==> src/rtl/wrapper_arbiter.sv <==
// wrapper_arbiter: round-robin arbiter sequencing N_REQ requesters onto one Wrapper engine.
// Optional BUSY watchdog abort is enabled by defining WRAPPER_ARB_WATCHDOG_EN.
module wrapper_arbiter #(
   parameter int N_REQ   = 4,
   parameter int VI_W    = 16,
   parameter int UI_W    = 2,
   parameter int OUT_W   = 21,
   parameter int TIMEOUT = 1023
) (
   input  logic                  clk,
   input  logic                  rst,
   input  logic [N_REQ-1:0]      req,
   input  logic [N_REQ*VI_W-1:0] vi_in,
   input  logic [N_REQ*UI_W-1:0] ui_in,
   output logic [N_REQ-1:0]      gnt,
   output logic [N_REQ-1:0]      ack,
   output logic [N_REQ-1:0]      res_valid,
   output logic [OUT_W-1:0]      res_data,
   output logic                  err,
   output logic                  busy,
   output logic                  eng_start,
   output logic [VI_W-1:0]       eng_vi,
   output logic [UI_W-1:0]       eng_ui,
   input  logic                  eng_done,
   input  logic                  eng_wr_req,
   input  logic [OUT_W-1:0]      eng_out
);
   localparam int IW = $clog2(N_REQ);
   typedef enum logic [1:0] {IDLE, START, BUSY, RELEASE} state_t;
   state_t state, state_nx;
   logic [IW-1:0] g, last_grant, win;
   logic [N_REQ-1:0] g_oh;
   logic timeout;
   // scan downward so the first set bit after last_grant is the final assignment
   always_comb begin
      win = last_grant;
      for (int i = N_REQ; i >= 1; i--)
         if (req[(int'(last_grant) + i) % N_REQ]) win = IW'((int'(last_grant) + i) % N_REQ);
   end
`ifdef WRAPPER_ARB_WATCHDOG_EN
   localparam int CW = $clog2(TIMEOUT + 1);
   logic [CW-1:0] cnt;
   logic err_q;
   assign timeout = state == BUSY && cnt == CW'(TIMEOUT - 1);
   always_ff @(posedge clk or negedge rst)
      if (!rst) begin
         cnt   <= '0;
         err_q <= 1'b0;
      end else begin
         cnt   <= state == BUSY ? cnt + 1'b1 : '0;
         err_q <= timeout && !eng_done;
      end
   assign err = err_q;
`else
   assign timeout = 1'b0;
   assign err     = 1'b0;
`endif
   always_comb begin
      state_nx = state == IDLE  ? (|req ? START : IDLE) :
                 state == START ? BUSY :
                 state == BUSY  ? (eng_done || timeout ? RELEASE : BUSY) : IDLE;
   end
   always_ff @(posedge clk or negedge rst)
      if (!rst) begin
         state      <= IDLE;
         g          <= '0;
         last_grant <= IW'(N_REQ - 1);
         eng_vi     <= '0;
         eng_ui     <= '0;
      end else begin
         state <= state_nx;
         if (state == IDLE && |req) begin
            g      <= win;
            eng_vi <= vi_in[win*VI_W +: VI_W];
            eng_ui <= ui_in[win*UI_W +: UI_W];
         end
         if (state == RELEASE) last_grant <= g;
      end
   assign g_oh      = N_REQ'(1) << g;
   assign busy      = state != IDLE;
   assign gnt       = busy ? g_oh : '0;
   assign ack       = state == RELEASE ? g_oh : '0;
   assign eng_start = state == START;
   assign res_valid = state == BUSY && eng_wr_req ? g_oh : '0;
   assign res_data  = eng_out;
endmodule

==> config.mk <==
export PLATFORM = sky130hd
export DESIGN_NAME = wrapper_arbiter
export DESIGN_NICKNAME = d
export VERILOG_FILES = /design/src/rtl/wrapper_arbiter.sv
export SDC_FILE = /design/constraint.sdc
export NUM_CORES = 1
export LEC_CHECK = 0
export CAP_MARGIN = 20
export CORE_MARGIN = 2
export CORE_UTILIZATION = 30
export CTS_BUF_LIST = sky130_fd_sc_hd__clkbuf_2 sky130_fd_sc_hd__clkbuf_4 sky130_fd_sc_hd__clkbuf_8
export DETAILED_ROUTE_END_ITERATION = 10
export GPL_ROUTABILITY_DRIVEN = 0
export HOLD_SLACK_MARGIN = 0.02
export PLACE_DENSITY = 0.79
export SLEW_MARGIN = 15
export SYNTH_ARGS = -nofsm -noshare
export SYNTH_HDL_FRONTEND = slang
export SYNTH_SLANG_ARGS = --single-unit
==> constraint.sdc <==
create_clock -name clk -period 1.9 [get_ports clk]
set_input_delay 0.57 -clock clk [delete_from_list [all_inputs] [get_ports clk]]
set_output_delay 0.57 -clock clk [all_outputs]
set_load 0.1 [all_outputs]
---- After elaboration in Yosys (flattened, before gate mapping) ----
Index checks and enable logic that the tools add are counted.
operators by class
  add/sub/neg operators ................... 4
  $lt $le $gt $ge ......................... 4
  equality and inequality tests ........... 3
  shift operators ......................... 3
  mux-type cells .......................... 24
  bitwise gates (word level) .............. 4
  reduce and logical (&&, ||, !) cells .... 9
operator list
  operator                                                     number
  indexed part select 64 x 7 -> 16 bit                         1
  less-than comparator 3 x 4 -> 1 bit (second input constant)  4
  two-way mux 2 bit                                            7
  two-way mux 4 bit                                            3
  two-way mux 1 bit                                            10
  binary-select mux 1 bit (select 2 bit)                       4
  OR reduction 2 bit                                           4
  indexed part select 8 x 4 -> 2 bit                           1
  adder 2 x 1 -> 2 bit (second input constant)                 2
  adder 2 bit (second input constant)                          2
  AND 1 bit (first input constant)                             4
  == test 2 bit (second input constant)                        2
  OR reduction 4 bit                                           1
  left shift 1 x 2 -> 4 bit (first input constant)             1
  == test 2 x 1 -> 1 bit (second input constant)               1
  logical AND 1 bit                                            2
  logical NOT 2 bit                                            1
  nonzero test 2 bit                                           1
storage, ports and cells
  register bits ........................... 24
  bits of input ports ..................... 101
  logic and storage cells ................. 56

---- Logic depth before layout (Yosys ltp) ----
Gate-level depths: netlist of run 1.
  word-level depth ........................ 11
  mapped depth ............................ 8
  depth with buffers taken out ............ 7

---- Least setup slack after synthesis of run 1 ----
Ideal clock, no wire load.
  kind .................................... reg-to-output
  from .................................... reg state[0]
  to ...................................... out res_valid[0]
  arrival ................................. 2730 ps
  slack ................................... -1400 ps
  stages on the path, launching flop included .. 5
  path through ............................ dfrtp_1 -> inv_1 -> ha_1 -> nand2_1 -> nor3_1
on the way
  longest elaborated chain between the ends .. 3
ends and longest elaborated chain
  item                    RTL line  RTL
  from (decl)             30        state_t state, state_nx;
  from (signal assigned)  71        state <= state_nx;
  == test 2 bit           84        assign res_valid = state == BUSY && eng_wr_req ? g_oh : '0;
  logical AND 1 bit       84
  two-way mux 4 bit       84
  to (decl)               17        output logic [N_REQ-1:0] res_valid,
Every way passes these cells.

---- Worst setup path in the final report of run 1 ----
  from .................................... reg last_grant[1]
  to ...................................... reg eng_vi[12]
on the way
  longest elaborated chain between the ends .. 9
  elaborated cells between the ends (all ways) .. 21
  classes of those cells .................. 4 x add/sub; 1 x shift; 16 x mux
ends and longest elaborated chain
  item                                                  RTL line  RTL
  from (decl)                                           31        logic [IW-1:0] g, last_grant, win;
  from (signal assigned)                                67        last_grant <= IW'(N_REQ - 1);
  from (signal assigned)                                77        if (state == RELEASE) last_grant <= g;
  adder 2 x 1 -> 2 bit                                  38        if (req[(int'(last_grant) + i) % N_REQ]) win = IW'((int'(last_grant) + i) % N_REQ);
  binary-select mux 1 bit (select 2 bit)                38
  two-way mux 1 bit (not written as such) (2 in a row)  38
  two-way mux 2 bit (3 in a row)                        38
  two-way mux 2 bit (*)                                 38
  indexed part select 64 x 7 -> 16 bit (*)              74        eng_vi <= vi_in[win*VI_W +: VI_W];
  to (signal assigned)                                  74
  to (decl)                                             22        output logic [VI_W-1:0] eng_vi,
Every way passes the cells marked *; elsewhere a longest branch is shown, timed or not. The select of a mux whose other input is x is not followed.
A chain may end at the register's enable or synchronous reset.

==> impl_metrics.ini, run 1 <==
[worst_setup_path]
required_ns = 2.04
slowest_stage = dfstp_2
path_class = reg -> reg
worstPathBufferInverterCount = 1
cp.arrival_ns = 2.14
crit_path_end_kind = register
critPathMaxFanout = 6
cpPeakStageDelay_ns = 0.60
cpLargestDelayFamily = flip-flops
cp_cell_sequence = mux2_4 -> o221a_4 -> buf_12 -> mux2_2 -> o22ai_2 -> a31oi_1
critPathLaunchType = register

[detailed_routing]
wl_per_cell_um = 16.18
ant_nets = 0
first_iter_violations = 67
via_per_inst = 4.888
drt_wl_total_um = 6357
drtPass1Iterations = 4
drc = 0
vias = 1921

[grt]
grt_max_degree = 25
antenna_found_initial = 0
grt_pass1_vias = 2073
grt_usage_pct = 19.47
grt_pass1_wl_um = 9894
grt-ovfl-total = 0

[synth]
ys_seq_area_share_pct = 33.04
synthArstFlopShare_pct = 100.0
synth_edf_count = 0
synth_fp_nets = 301
synth_area_leaders = dfrtp_1 30%, buf_4 9.9%, mux2_4 9.9%, nand2_1 8.0%, o22ai_2 6.9%
yosysUniqueCellTypes = 30
synth_ff_type = dfrtp_1
synth_cells = 196
synth_area_um2 = 1826
synth_area_per_cell_um2 = 9.314
yosysWarnings = 0
synth_area_leader_cell = dfrtp_1
synth_top_area_share_pct = 30.16
ys_ff_latch = 24

[cts]
cts_made_buffers = 3
clock_path_buffers = 2
path_clk_slew_ns = 0.08
cts_tree = built
clock_latency_ns = 0.26
clock_sinks = 24
htreeDepth = 1
root_buffer = clkbuf_8

[placement]
dp.cells = 373
place_ws_ns = -0.5382
io_buffers = 111
hpwlAfterDp_um = 4443

[sta]
hold_violations = 0
finalMaxSlewViolations = 0
rsz0062_at_grt = yes
fin_skew_ns = 0.003170
fmax_mhz = 502.0
setup-violations-final = 29
period_needed_ns = 1.992
fin_setup_tns_ns = -1.859
worst_slack_ns = -0.09192
period_share_pct = 104.8

[floorplan]
dieArea_um2 = 6725
start_util_pct = 31.02
rows = 28
die_h_um = 82.01
die_w_um = 82.01
io_pins = 155
coreArea_um2 = 5886

[flow_run]
drv_cap = 0

[power_and_ir_drop]
power_w = 0.007852
power.density_nw_per_um2 = 2030
ir_drop_mv = 1.161
leakagePower_nw = 1.603

[layout]
multi_input_area_um2 = 1237
area_growth_pct = 111.9
regArea_um2 = 606.8
fill_cells = 441
n_antenna_cell = 0
drive_gt1_share_pct = 46.86
fin_cells = 393
final_nets = 425
post-route-util_pct = 65.71

[run_status]
violations = setup timing
status = finished with violations

[worst_hold_path]
hold_path_class = reg -> reg
==> worst min-delay path, cell delays in order (launching register included) <==
cell and delay [ns]:
dfrtp_2 0.44, nor2_1 0.07, a21oi_2 0.09
==> area by class of cell <==
| type | count | share of cell area [%] |
|---|---|---|
| Sequential cell | 24 | 15.69 |
| Inverter | 7 | 0.7764 |
| Timing Repair Buffer | 150 | 48.04 |
| Tap cell | 75 | 2.426 |
| Clock buffer | 3 | 1.068 |
| Multi-Input combinational cell | 134 | 32.00 |
==> kinds of logic after synthesis <==
logic type,Yosys count,share of synthesized area (%)
compound gates,45,19.74
fa+ha+maj,4,2.742
buf+inv,38,13.91
flops,24,33.04
mux,22,16.04
other cells,1,0.2054
simple gates,62,14.32
==> per-stage QoR <==
| step | hold WS (ns) | area (um2) |
|---|---|---|
| 2_1_floorplan | 0.2744 | 1947 |
| 3_3_place_gp | 0.6181 | 3470 |
| 3_5_place_dp | 0.6253 | 3470 |
| 4_1_cts | 0.6200 | 3780 |
| 5_1_grt | 0.6699 | 3867 |
| 6_report | 0.6396 | 3867 |
==> power by group <==
group | leakage [nW] | switching, W | internal (W) | total [W]
logic | 1.32 | 0.00361 | 0.00279 | 0.00640
registers | 0.262 | 0.000351 | 0.000798 | 0.00115
clock network | 0.0216 | 0.000157 | 0.000142 | 0.000298
==> synth_stat cells, types with 3 or more instances <==
master    number
nand2_1       39
buf_4         24
dfrtp_1       22
a31oi_1       19
mux2_4        12
nor2_1        11
mux2_2        10
o22ai_2       10
o22ai_1        8
inv_1          7
ha_1           4
nand2b_1       4
nor3_1         3
==> layout by cell type (no fill, tap or decap), drive strengths merged, types with 4 or more instances in the layout <==
master | netlist | routed
clkdlybuf4s50 | 0 | 74
o22ai | 18 | 18
dfrtp | 22 | 22
clkbuf | 2 | 4
nand2 | 39 | 39
inv | 7 | 6
buf | 29 | 69
nor2 | 11 | 11
nand2b | 4 | 4
dlygate4sd2 | 0 | 5
a31oi | 19 | 19
mux2 | 22 | 22
ha | 4 | 4
==> path summary, 6_finish.rpt <==
check / cells after the start / to / slack (ns) / startpoint
min in group asynchronous: 2 / eng_ui[1] / 0.66 / rst
max in group asynchronous: 2 / last_grant[0] / 0.94 / rst
max: 6 / eng_vi[12] / -0.09 / last_grant[1]
min: 2 / g[0] / 0.64 / g[0]
min reg2reg: 2 / g[0] / 0.64 / g[0]
max reg2reg: 6 / eng_vi[12] / -0.09 / last_grant[1]
==> sequential cells by signal, summed over array words and instances, names as in the netlist <==
name	flops
eng_ui	2
last_grant	2
eng_vi	16
g	2
state	2
==> timing repair <==
action	in CTS	in global routing
endpoints found under the setup margin	33	33
hold endpoints to repair	0	0
resized for setup	31	12
pin swaps	13	17
cloned	2	1
hold buffers	0	0
buffers inserted	13	1
==> metal layers <==
metal / GRT usage (%) / vias up / routed length, um / part of all wire [%]
met1: 21.42 / 908 / 2379 / 37
met4: 7.333 / 0 / 108 / 1.7
li1: - / 918 / - / -
met5: 0 / - / 0 / 0
met3: 3.956 / 12 / 412 / 6.5
met2: 36.42 / 83 / 3456 / 54
No activity file was read; power rests on OpenSTA's default activity.
==> run 2, diff against run 1 <==
- PLACE_DENSITY: 0.79 -> default
- PLACE_DENSITY_LB_ADDON: default -> 0.3
==> run 2 against run 1 <==
  * The flow still finishes with violations (setup timing)
  * Sequential power hardly changed
  * Hold slack improved by 0.014 ns
  * Critical path depth down 1
  * Global-route usage down 1.2 points
  * Final area decreased by 1.4%
  * Clock skew is 0.0092 ns higher
  * Power down 1.8%
  * Largest cell class unchanged
  * Largest power group unchanged
==> impl_metrics.ini, run 2 (synthesis gave the netlist of run 1 again) <==
[layout]
final_nets = 427
largest_register_ffs = 16
layout_commonest_cell = clkdlybuf4s50_1
final_cell_mix = 74 x clkdlybuf4s50_1, 37 x nand2_1, 34 x buf_12, 31 x buf_4, 21 x dfrtp_1
fill_cells = 490
n_antenna_cell = 0
regMostFlops = eng_vi
area_growth_pct = 108.8
drive_gt1_share_pct = 46.42

[cts]
cts_made_buffers = 3
clock_sinks = 24
htreeDepth = 1
path_clk_slew_ns = 0.08
clock_path_buffers = 2
root_buffer = clkbuf_8
clock_latency_ns = 0.27
cts_tree = built
ctsHoldBuffers = 0

[sta]
fin_setup_tns_ns = -1.091
hold_violations = 0
setup-violations-final = 24
hold_ws_ns = 0.6540
period_share_pct = 106.2
worst_slack_ns = -0.1178
fin_skew_ns = 0.01242
finalMaxSlewViolations = 0
fmax_mhz = 495.6
period_needed_ns = 2.018
rsz0062_at_grt = yes

[worst_setup_path]
r2r_start = last_grant[1]
critPathMaxFanout = 4
reg2regPathDepth = 6
path_class = reg -> out
crit_path_end_kind = primary output
required_ns = 1.33
critPathLaunchType = register
endpoint = res_valid[0]
cp-startpoint = state[1]
ff2ff_setup_slack_ns = -0.05
regToRegEndpoint = eng_vi[5]
cp.arrival_ns = 1.45

[detailed_routing]
via_per_inst = 4.949
drt_wl_total_um = 6200
drtPass1Iterations = 4
ant_nets = 0
drc = 0
first_iter_violations = 47
wl_per_cell_um = 15.66
vias = 1960

[power_and_ir_drop]
power_w = 0.007707
leakagePower_nw = 1.601
ir_drop_mv = 1.235
power.density_nw_per_um2 = 2022

[floorplan]
die_w_um = 82.01
rows = 28
dieArea_um2 = 6725
coreArea_um2 = 5886
start_util_pct = 31.02
io_pins = 155
die_h_um = 82.01

[grt]
grt_pass1_wl_um = 9439
grt_max_degree = 25
grt_pass1_vias = 2003
antenna_found_initial = 0
grt_usage_pct = 18.31
grt-ovfl-total = 0

[run_status]
violations = setup timing
status = finished with violations

[placement]
io_buffers = 111
place_ws_ns = -0.5144
hpwlAfterDp_um = 4411

[flow_run]
drv_cap = 0

[worst_hold_path]
hold_path_class = reg -> reg
## run 2: layer usage
layer,track usage (%),wire (um),vias up
met3,4.066,575,11
met1,20.85,2303,908
met2,34.31,3218,115
li1,-,-,926
met4,4.500,102,0
met5,0,0,-
## run 2: area by class of cell
cell class / instances / area [um2] / share of cell area (%)
clock buffer: 4 / 48.80 / 1.280
inverter: 7 / 32.53 / 0.8533
multi-input combinational: 134 / 1194 / 31.31
sequential: 24 / 604.3 / 15.85
tap: 75 / 93.84 / 2.461
timing repair buffer: 152 / 1839 / 48.24
## run 2: what timing repair did
action	4_1_cts	5_1_grt
buffers inserted	9	3
gates cloned	2	1
gates resized for setup	23	14
endpoints found under the setup margin	29	31
pin swaps	17	15
## run 2: worst min-delay path by stage
stage,start,slack [ns],to,depth (start not counted)
after floorplan,rst,0.27,eng_ui[0],0
after global placement,state[0],0.62,state[1],2
after detailed placement,g[0],0.63,last_grant[0],1
after CTS,state[1],0.65,state[1],2
after global routing,last_grant[0],0.67,last_grant[0],1
final,g[0],0.65,last_grant[0],1
## run 2: critical path: stages, from the launching register on
cell	delay [ns]
dfrtp_1	0.42
buf_6	0.13
ha_4	0.14
nand2_4	0.10
nor3_4	0.19
buf_12	0.20
## run 2: through the flow
| stage | std cells | instance area, um2 | util, % |
|---|---|---|---|
| 6_report | 396 | 3812 | 64.77 |
| 5_1_grt | 396 | 3812 | 64.77 |
| 4_1_cts | 392 | 3705 | 62.95 |
| 3_5_place_dp | 378 | 3482 | 59.16 |
| 3_3_place_gp | 378 | 3482 | 59.16 |
| 2_1_floorplan | 196 | 1947 | - |
## run 2: power breakdown
part	internal (W)	switching, W
clock network	0.000164	0.000167
logic	0.00271	0.00355
registers	0.000794	0.000323
==> patch 1, RTL diff (settings of run 1) <==
`OUT_W`: 21 -> 25.
--- a/src/rtl/wrapper_arbiter.sv
+++ b/src/rtl/wrapper_arbiter.sv
@@ -4,7 +4,7 @@
    parameter int N_REQ   = 4,
    parameter int VI_W    = 16,
    parameter int UI_W    = 2,
-   parameter int OUT_W   = 21,
+   parameter int OUT_W   = 25,
    parameter int TIMEOUT = 1023
 ) (
    input  logic                  clk,
Interface: changed (resized eng_out and res_data); port bits go from 155 to 163. The function was not compared with the original's and may differ.
==> patch 1 against run 1 <==
The flow still finishes with violations (setup timing); setup slack lost 0.019 ns; area after synthesis rose by 1.6%; utilization fell by 0.65 points; first-iteration DRC count down 15%; wire length grew 4.2%; total power increased by 0.82%; sequential cell count stayed put; fmax down 0.96%; cell area rose by 0.19%.
==> patch 1: results (changes against run 1) <==
All-Layer GR Usage=19.8% (+0.29 points); setup violators final=28 (-3.4%); Setup WS pre-CTS=-0.544 ns (-0.00623 ns); placed instance area=3490 um^2 (+0.72%); placed cells=378 (+1.3%); CP arrival=1.44 ns (-0.70 ns); first-pass GRT wire length=9980 um (+0.91%); Critical path origin=state[1]$_DFF_PN0_; drt first pass iters=4 (unchanged); Worst Hold Class=in2async; DR WL/cell=16.8 um (+3.9%); Data buffer area share=48.2% (+0.20 points); design area=3870 um^2 (+0.19%); slowest CP cell=dfrtp_1; failing checks=setup timing; worst flop-to-flop path endpoint=eng_vi[8]$_DFFE_PN0P_; CP peak stage delay=0.42 ns (-0.18 ns); layout cells sized above 1=46.4% (-0.46 points); register area share after synthesis=32.5% (-0.53 points); final layout net count=429 (+0.94%); DRT met1 WL=2550 um (+7.3%); # clk buffers=4 (+1); mux cell area share after synthesis=15.8% (-0.26 points); Seq/total area=15.6% (-0.063 points); Commonest cells post-synth=39 x nand2_1, 28 x buf_4, 22 x dfrtp_1, 19 x a31oi_1, 12 x mux2_4; met3 Resource Use GR=4.02% (+0.066 points); Met3 Wirelength=491 um (+19%); post-DP HPWL=4850 um (+9.3%); dominant cells by area after synthesis=dfrtp_1 30%, buf_4 11%, mux2_4 9.7%, nand2_1 7.9%, o22ai_2 6.7%; vias in the first global route=2061 (-0.58%); Post-Synth Adder-Cell Area=2.70% (-0.044 points); clock network contribution to total cell area=1.26% (+0.19 points); Largest register FFs=16 (unchanged); Fin Clk Skew=0.00946 ns (+0.00629 ns); end of the critical path=busy; Detailed Route WL=6620 um (+4.2%); Gate Count Post-Synth=200 (+2.0%); multi-input logic area=1220 um^2 (-1.0%); Top delay family on crit path=buffers and inverters; leakage=1.62 nW (+0.87%); DR WL met2=3410 um (-1.4%); Iter 0 DRT Violations=57 (-15%); Final WS setup=-0.111 ns (-0.0192 ns); status=complete, but fails checks; Die X=82.6 um (+0.78%); Worst IR Drop VDD=1.68 mV (+45%); met2 Use GR=36.0% (-0.37 points); via/cell ratio=4.99 (+2.1%); final setup TNS=-1.02 ns (+0.834 ns)
==> patch 1: changes by cell type in the layout (fill, tap and decap cells not counted), sizes merged <==
cell          change
bufbuf            +1
buf               -1
dlymetal6s2s      +1
clkbuf            +1
dlygate4sd2       -1
==> patch 1: timing repair <==
item	CTS	global route
setup endpoints to repair	33	34
endpoints found under the hold margin	0	0
cloned	2	2
pin swaps	16	24
gates resized for setup	23	23
buffers inserted	5	3
==> patch 1: worst min-delay path by stage <==
stage	to	slack (ns)	cells after the start
floorplan	eng_ui[0]$_DFFE_PN0P_	0.27	0
global placement	state[1]$_DFF_PN0_	0.61	2
detailed placement	state[1]$_DFF_PN0_	0.62	2
CTS	g[0]$_DFFE_PN0P_	0.66	2
global route	eng_vi[5]$_DFFE_PN0P_	0.69	2
finish	eng_vi[2]$_DFFE_PN0P_	0.66	2
==> patch 1: power by group <==
part | switching [mW] | internal (mW) | total [mW]
combinational | 3.61 | 2.82 | 6.43
sequential | 0.353 | 0.795 | 1.15
clock | 0.171 | 0.164 | 0.335
==> patch 2, RTL diff (settings of run 1) <==
Without the edit above. The 4 states of `state_t` get a one-hot encoding in 4 bits.
--- a/src/rtl/wrapper_arbiter.sv
+++ b/src/rtl/wrapper_arbiter.sv
@@ -26,7 +26,7 @@
    input  logic [OUT_W-1:0]      eng_out
 );
    localparam int IW = $clog2(N_REQ);
-   typedef enum logic [1:0] {IDLE, START, BUSY, RELEASE} state_t;
+   typedef enum logic [3:0] {IDLE = 4'b0001, START = 4'b0010, BUSY = 4'b0100, RELEASE = 4'b1000} state_t;
    state_t state, state_nx;
    logic [IW-1:0] g, last_grant, win;
    logic [N_REQ-1:0] g_oh;
Formal check against the unedited RTL: no difference found for any inputs over 4 cycles, from zero or initial values and one cycle with rst low; so few cycles prove little.
==> patch 2 against run 1 <==
The flow still finishes with violations (setup timing); worst hold slack worse by 0.078 ns; wire length is 4.2% higher; sequential cell count rose by 2; clock power rose by 56%; die area up 0.78%; utilization increased by 4.9 points; count of clock-buffer cells in the layout unchanged; total power increased by 0.73%; area after synthesis up 0.82%; setup slack got worse by 0.28 ns; cell area rose by 8.1%; register-to-register slack better by 0.07 ns; largest power group unchanged; largest cell class unchanged.
==> patch 2: results (changes against run 1) <==
Worst IR Drop VDD=1.22 mV (+5.4%); slowest CP cell=or4_4; status=complete, but fails checks; failing checks=setup timing; Commonest cells post-synth=38 x mux2i_1, 24 x nand2_1, 23 x buf_4, 23 x dfrtp_1, 14 x o221ai_1; Crit Path Max Fanout=3 (-3); Top delay family on crit path=simple AND/OR/NAND/NOR gates; Fin Clk Skew=0.00391 ns (+0.000736 ns); setup violators final=31 (+6.9%); CP peak stage delay=0.57 ns (-0.03 ns); register area share after synthesis=35.6% (+2.5 points); DRT met1 WL=2310 um (-2.8%); Layout fillers=434 (-1.6%); leakage=1.66 nW (+3.4%); Final WS setup=-0.370 ns (-0.278 ns); met3 Resource Use GR=4.13% (+0.17 points); Netlist cell types=35 (+17%); Multi-input comb cells=120 (-10%); Seq. cell area=654 um^2 (+7.8%); Logic inverters=3 (-4); dominant cells by area after synthesis=dfrtp_1 31%, mux2i_1 21%, buf_4 9.4%, o221ai_1 6.7%, nand2_1 4.9%; Seq Cell Count=26 (+8.3%); Met3 Wirelength=499 um (+21%); largest net degree at the start of global routing=27 (+8.0%); clock network contribution to total cell area=1.71% (+0.64 points); via count=1896 (-1.3%); met2 Use GR=36.1% (-0.29 points); All-Layer GR Usage=18.7% (-0.81 points); Data buffer area share=47.1% (-0.99 points); CP arrival=1.70 ns (-0.44 ns); Post-Synth Adder-Cell Area=0% (-2.7 points); nonclk buf count=152 (+1.3%); DR WL/cell=17.4 um (+7.7%); top-count cell post-synth=mux2i_1; Synth Area in Compound Gates=12.8% (-7.0 points); DR WL met2=3700 um (+7.0%); first-pass GRT wire length=9570 um (-3.3%); Setup WS pre-CTS=-0.540 ns (-0.00150 ns); Syn Nets=283 (-6.0%); mux cell area share after synthesis=22.5% (+6.5 points); vias in the first global route=2052 (-1.0%); post-DP HPWL=4490 um (+1.0%)
-- patch 2: power by group --
group	leakage (nW)	switching (mW)	internal (mW)
registers	0.318	0.297	0.847
logic	1.30	3.49	2.81
clock network	0.0357	0.183	0.282
total	1.66	3.97	3.94
-- patch 2: repair_timing --
action	4_1_cts	5_1_grt
setup buffers	8	2
cloned	4	4
resized for setup	34	58
pin swaps	7	18
hold buffers	0	0
endpoints found under the setup margin	32	32
-- patch 2: metrics by stage --
stage               cells  setup TNS [ns]  hold WS [ns]  area, um^2  power (mW)
floorplan             182           -5.05         0.274        1960        4.51
global placement      359          -10.07         0.531        3440        6.17
detailed placement    359          -11.37         0.538        3440        6.24
CTS                   375           -3.84         0.563        3820        7.37
global route          380           -5.86         0.595        4180        8.25
finish                380           -4.13         0.561        4180        7.91
-- patch 2: worst reg2reg max path, cell delays in order (launching register included) --
cell and delay, ns:
dfstp_2 0.57, buf_6 0.10, nor4b_4 0.24, buf_12 0.18, buf_6 0.10, nand2b_4 0.06
or2_4 0.27, buf_8 0.15, o221ai_2 0.17
-- patch 2: path summary, 6_finish.rpt --
kind	depth (start not counted)	end	slack (ns)	from
worst max-delay path	4	ack[1]	-0.37	state[1]$_DFF_PN0_
worst min-delay path	2	eng_vi[7]$_DFFE_PN0P_	0.56	eng_vi[7]$_DFFE_PN0P_
worst max register to register	8	eng_vi[0]$_DFFE_PN0P_	-0.02	state[0]$_DFF_PN1_
worst min register to register	2	eng_vi[7]$_DFFE_PN0P_	0.56	eng_vi[7]$_DFFE_PN0P_
max in group asynchronous	2	last_grant[0]$_DFFE_PN1N_	0.92	rst
min in group asynchronous	2	eng_vi[3]$_DFFE_PN0P_	0.67	rst
